## src/rtl/u_dec_pipe.sv

```systemverilog
// u_dec_pipe: a pipelined, flow-controlled thermometer-code decoder.
//
// It accepts candidate vectors on a valid/ready input and sorts each one into
// one of three classes:
//   - standard code: a run of ones at the LSB end with zeros above it;
//   - complemented code: a run of zeros at the LSB end with ones above it;
//   - invalid.
// For every vector it reports the binary run length, a polarity flag and an
// error flag. It also keeps a saturating count of the error results that have
// been consumed downstream.
//
// Pipeline:
//   S1 registers the raw vector. The classification is computed from that
//     register.
//   S2 registers the encoded result, which drives the outputs.
//
// Ports:
//   i_clk      rising-edge clock for all state
//   i_arst     asynchronous active-high reset
//   i_valid    upstream vector valid
//   o_ready    block can accept a vector this cycle (combinational on i_ready)
//   i_x        candidate vector, W bits
//   o_valid    decoded result valid
//   i_ready    downstream accepts the result
//   o_count    run length, CW bits
//   o_neg      1 = complemented code
//   o_err      1 = vector was not admissible
//   i_clr_err  synchronous clear of the error counter (wins over increment)
//   o_err_cnt  saturating count of error results transferred downstream
module u_dec_pipe #(
  parameter int W                     = 16,
  parameter bit P_ADMIT_COMPLIMENT_EN = 1'b1,
  parameter int ERR_CNT_W             = 8,
  localparam int CW                   = $clog2(W)
) (
  input  logic                 i_clk,
  input  logic                 i_arst,
  input  logic                 i_valid,
  output logic                 o_ready,
  input  logic [W-1:0]         i_x,
  output logic                 o_valid,
  input  logic                 i_ready,
  output logic [CW-1:0]        o_count,
  output logic                 o_neg,
  output logic                 o_err,
  input  logic                 i_clr_err,
  output logic [ERR_CNT_W-1:0] o_err_cnt
);

  // A vector of the form 2^k-1 (ones only at the LSB end) satisfies v & (v+1) == 0.
  // The all-ones vector also passes this test, because v+1 wraps to zero.
  function automatic logic is_therm(input logic [W-1:0] v);
    return (v & (v + W'(1))) == '0;
  endfunction

  function automatic logic [CW-1:0] pop_count(input logic [W-1:0] v);
    int unsigned n;
    n = 0;
    for (int i = 0; i < W; i++) begin
      if (v[i]) n++;
    end
    return CW'(n);
  endfunction

  logic          s1_valid;
  logic [W-1:0]  s1_x;
  logic          s2_can_load;

  logic          std_match;
  logic          cmp_match;
  logic [CW-1:0] cls_count;
  logic          cls_neg;
  logic          cls_err;

  // A stage may load when it is empty or when its contents leave in the same cycle.
  assign s2_can_load = !o_valid || i_ready;
  assign o_ready     = !s1_valid || s2_can_load;

  // S1: capture the raw vector. i_x is not sampled when i_valid is low.
  always_ff @(posedge i_clk or posedge i_arst) begin
    if (i_arst) begin
      s1_valid <= 1'b0;
      s1_x     <= '0;
    end else if (o_ready) begin
      s1_valid <= i_valid;
      if (i_valid) s1_x <= i_x;
    end
  end

  // Classification.
  // All-ones is excluded from the standard code. It then decodes as a
  // complemented code with a zero run length when that code is admitted,
  // and as an error otherwise.
  // All-zeros is excluded from the complemented code, so that the two
  // classes never overlap.
  // For a complemented code, the number of LSB zeros equals the number of
  // ones in the inverted vector.
  always_comb begin
    std_match = is_therm(s1_x) && (s1_x != '1);
    cmp_match = P_ADMIT_COMPLIMENT_EN && is_therm(~s1_x) && (s1_x != '0);
    cls_count = '0;
    cls_neg   = 1'b0;
    cls_err   = 1'b0;
    if (std_match) begin
      cls_count = pop_count(s1_x);
    end else if (cmp_match) begin
      cls_count = pop_count(~s1_x);
      cls_neg   = 1'b1;
    end else begin
      cls_err   = 1'b1;
    end
  end

  // S2: hold the encoded result. While stalled, nothing reloads, so the
  // outputs stay stable.
  always_ff @(posedge i_clk or posedge i_arst) begin
    if (i_arst) begin
      o_valid <= 1'b0;
      o_count <= '0;
      o_neg   <= 1'b0;
      o_err   <= 1'b0;
    end else if (s2_can_load) begin
      o_valid <= s1_valid;
      if (s1_valid) begin
        o_count <= cls_count;
        o_neg   <= cls_neg;
        o_err   <= cls_err;
      end
    end
  end

  // Error counter.
  // It counts only error results that are actually handed downstream, and it
  // saturates rather than wrapping. A clear in the same cycle takes priority.
  always_ff @(posedge i_clk or posedge i_arst) begin
    if (i_arst) begin
      o_err_cnt <= '0;
    end else if (i_clr_err) begin
      o_err_cnt <= '0;
    end else if (o_valid && i_ready && o_err && (o_err_cnt != '1)) begin
      o_err_cnt <= o_err_cnt + ERR_CNT_W'(1);
    end
  end

endmodule
```

## config.mk

```make
export PLATFORM = sky130hd
export DESIGN_NAME = u_dec_pipe
export DESIGN_NICKNAME = d
export VERILOG_FILES = /design/src/rtl/u_dec_pipe.sv
export SDC_FILE = /design/constraint.sdc
export NUM_CORES = 1
export LEC_CHECK = 0
export CORE_MARGIN = 4
export CORE_UTILIZATION = 48
export DETAILED_ROUTE_END_ITERATION = 8
export GPL_TIMING_DRIVEN = 0
export HOLD_SLACK_MARGIN = 0.08
export PLACE_DENSITY = 0.67
export SLEW_MARGIN = 10
export SYNTH_ARGS = -nofsm -noshare
export SYNTH_HDL_FRONTEND = slang
export SYNTH_SLANG_ARGS = --single-unit
```

## constraint.sdc

```tcl
create_clock -name i_clk -period 15.13 [get_ports i_clk]
set_input_delay 2.2695 -clock i_clk [delete_from_list [all_inputs] [get_ports i_clk]]
set_output_delay 2.2695 -clock i_clk [all_outputs]
set_load 0.005 [all_outputs]
```

==> flow_summary_export.csv <==
group,metric,value,unit
worst_setup_path,crit_fanout,10,
clock_network,clk_pin_slew,0.07,ns
timing,fin_skew,0.004383,ns
worst_hold_path,worstHoldPathCells,2,
synth,synth_fp_nets,608,
synth,synth_ff_type,"dfrtp_1",
finish,ff_latch_area,800.8,um2
timing,hold_violations,0,
drt,drc,0,
worst_setup_path,crit_top_cell,"ha_1",
synth,netlist_area,4579,um2
floorplan,pin_count,37,
drt,drtIter0Drc,276,
finish,diodes,0,
finish,multi_input_area,3517,um2
worst_setup_path,r2r_cells,38,
clock_network,root_buffer,"clkbuf_8",
timing,setup_tns,0,ns
timing,setup_violations,0,
worst_setup_path,r2r-start,"s1_x[3]$_DFFE_PP0P_",
timing,slew_headroom,55.35,%
floorplan,coreArea,9284,um2
timing,rsz0062_at_grt,"false",
clock_network,htree_num_levels,2,
timing,max_freq,112.1,MHz
worst_hold_path,hold_class,"reg -> reg",
drt,wl_per_cell,16.59,um
worst_setup_path,slowest_delay,0.45,ns
clock_network,ctsHoldBuffers,0,
drt,routed_via_density,5.760,
synth,yosys_warnings,0,
floorplan,dieArea,11170,um2
finish,syn2layout_area_growth,13.93,%
worst_setup_path,worst-setup-path-type,"reg -> reg",
flow_run,drv_cap,0,
synth,ys_seq_elements,32,
placement,port_buffers,35,
timing,fin_crit_sh,58.96,%
global_routing,use_met2,37.07,%
global_routing,grt_max_degree,33,
finish,fillers,907,
floorplan,die_h,105.7,um
worst_setup_path,startpoint,"s1_x[3]$_DFFE_PP0P_",
global_routing,globalRouteMet1Util,30.92,%
worst_setup_path,end_kind,"flop",
clock_network,post_cts_buffers,0,
global_routing,antenna_found_initial,0,
floorplan,start_util,49.33,%
clock_network,clock_sinks,32,
synth,synth_cells,556,
placement,place_congestion,0.8921,
timing,worstMarginPinSlew,0.6687,ns
finish,nets,650,
clock_network,numCtsBuffers,5,
placement,hpwl,9452,um
worst_setup_path,critical_path_required,15.28,ns
global_routing,met3_usage,2.572,%
global_routing,grt_usage,22.05,%
clock_network,cts_buffer_depth,2,
floorplan,rows,35,
worst_setup_path,arrival,9.07,ns
clock_network,insertion_delay,0.28,ns
worst_setup_path,r2r_end,"o_count[2]$_DFFE_PP0P_",
worst_setup_path,endpoint,"o_count[2]$_DFFE_PP0P_",
drt,firstDrtPassIters,5,
synth,synth_edf_count,0,
run_status,status,"complete, no violations",
global_routing,top_usage_layer,"met2",
synth,synth_async_sr_flop_share,100.0,%
finish,final_common_cell,"nand2_1",
drt,ant_nets,0,
finish,layout_common_cells,"nand2_1, xnor2_1, clkdlybuf4s50_1",
worst_setup_path,r2r_slack,6.21,ns
timing,period_needed,8.921,ns
clock_network,cts.repair.resized,0,
clock_network,cts_tree,"built",
drt,wl,12080,um
global_routing,first_global_vias,4259,
synth,avgSynthCellArea,8.236,um2
finish,drive_gt1_share,11.02,%
timing,slew_violations,0,
synth,ys_types,77,
drt,dr_total_vias,4193,
worst_setup_path,start_kind,"flop",
global_routing,grt_pass1_wl,20530,um
floorplan,die_w,105.7,um
synth,ys_seq_area_share,17.49,%
worst_setup_path,crit_slowest_cell,"clkbuf_1",
global_routing,grt_overflow,0,
## critical path: cells and delay by family (launching register included)
kind | cells | cell delay, ns
AOI/OAI and AO/OA | 14 | 2.42
xor gates and xnor gates | 4 | 0.87
adders and majority gates | 7 | 2.01
buffers and inverters | 3 | 1.03
DFF | 1 | 0.42
muxes | 2 | 0.67
and+or+nand+nor | 8 | 1.36
## area by class of cell
cell class / instances / share of cell area [%]
Buffer: 33 / 2.998
Clock buffer: 7 / 1.847
Clock inverter: 1 / 0.5755
Inverter: 28 / 2.014
Multi-Input combinational cell: 463 / 67.41
Sequential cell: 32 / 15.35
Tap cell: 129 / 3.094
Timing Repair Buffer: 35 / 6.715
## logic make-up after synthesis
| logic type | count (synthesis) | share of synthesized area (%) |
|---|---|---|
| mux | 30 | 7.131 |
| buf+inv | 61 | 5.710 |
| xor+xnor | 85 | 19.81 |
| simple gates | 203 | 22.65 |
| fa+ha+maj | 31 | 8.470 |
| compound gates | 114 | 18.74 |
| flops | 32 | 17.49 |
## worst min path at each step
| stage | endpoint | startpoint | slack, ns |
|---|---|---|---|
| after CTS | o_count[0]$_DFFE_PP0P_ | o_count[0]$_DFFE_PP0P_ | 0.50 |
| after global routing | o_valid$_DFFE_PP0P_ | s1_valid$_DFFE_PP0N_ | 0.54 |
| final | o_count[0]$_DFFE_PP0P_ | o_count[0]$_DFFE_PP0P_ | 0.50 |
| after detailed placement | o_count[1]$_DFFE_PP0P_ | o_count[1]$_DFFE_PP0P_ | 0.47 |
| after global placement | o_count[0]$_DFFE_PP0P_ | o_count[0]$_DFFE_PP0P_ | 0.46 |
| after floorplan | o_count[0]$_DFFE_PP0P_ | o_count[0]$_DFFE_PP0P_ | 0.46 |
## registers in the layout, indices dropped and copies added (netlist names)
signal     count
s1_x          16
o_err_cnt      8
o_count        4
o_err          1
o_neg          1
o_valid        1
s1_valid       1
## metrics by stage
step | cells | hold WS (ns) | cell area [um2] | utilization [%] | worst slack [ns]
global route | 728 | 0.5355 | 5218 | 56.20 | 5.455
finish | 728 | 0.4967 | 5218 | 56.20 | 6.209
global placement | 720 | 0.4595 | 5091 | 54.84 | 6.465
detailed placement | 720 | 0.4744 | 5091 | 54.84 | 6.374
floorplan | 556 | 0.4628 | 4579 | - | 7.400
CTS | 728 | 0.4988 | 5218 | 56.20 | 6.307
## synthesized netlist by cell type, types with 5 or more instances
| master | n | area share, % |
|---|---|---|
| xnor2_1 | 57 | 11 |
| buf_1 | 5 | 0.41 |
| o31ai_1 | 7 | 1.1 |
| inv_1 | 26 | 2.1 |
| dfrtp_1 | 32 | 17 |
| a31oi_1 | 7 | 0.96 |
| nand3b_1 | 8 | 1.3 |
| a21oi_1 | 12 | 1.3 |
| xor2_1 | 18 | 3.4 |
| nor2b_1 | 14 | 1.9 |
| ha_1 | 31 | 8.5 |
| mux2i_1 | 9 | 2.0 |
| clkbuf_1 | 16 | 1.3 |
| nor2_1 | 31 | 2.5 |
| buf_2 | 8 | 0.87 |
| and3_1 | 6 | 0.82 |
| o21ai_0 | 17 | 1.9 |
| mux2_2 | 21 | 5.2 |
| nand2_1 | 65 | 5.3 |
| o22ai_1 | 7 | 0.96 |
| and2_1 | 6 | 0.82 |
| nand3_1 | 16 | 1.7 |
| nand4_1 | 8 | 1.1 |
| nor3_1 | 9 | 0.98 |
| nand2b_1 | 20 | 2.7 |
| o21a_1 | 5 | 0.82 |
## metal layers
metal	vias up	part of all wire [%]
met3	10	5.6
met4	0	0.94
li1	2062	-
met5	-	0
met1	1978	47
met2	143	47
Power is left out: the tool's default activity adds up to more than one toggle a clock period on the data nets, which glitch-free logic cannot reach.
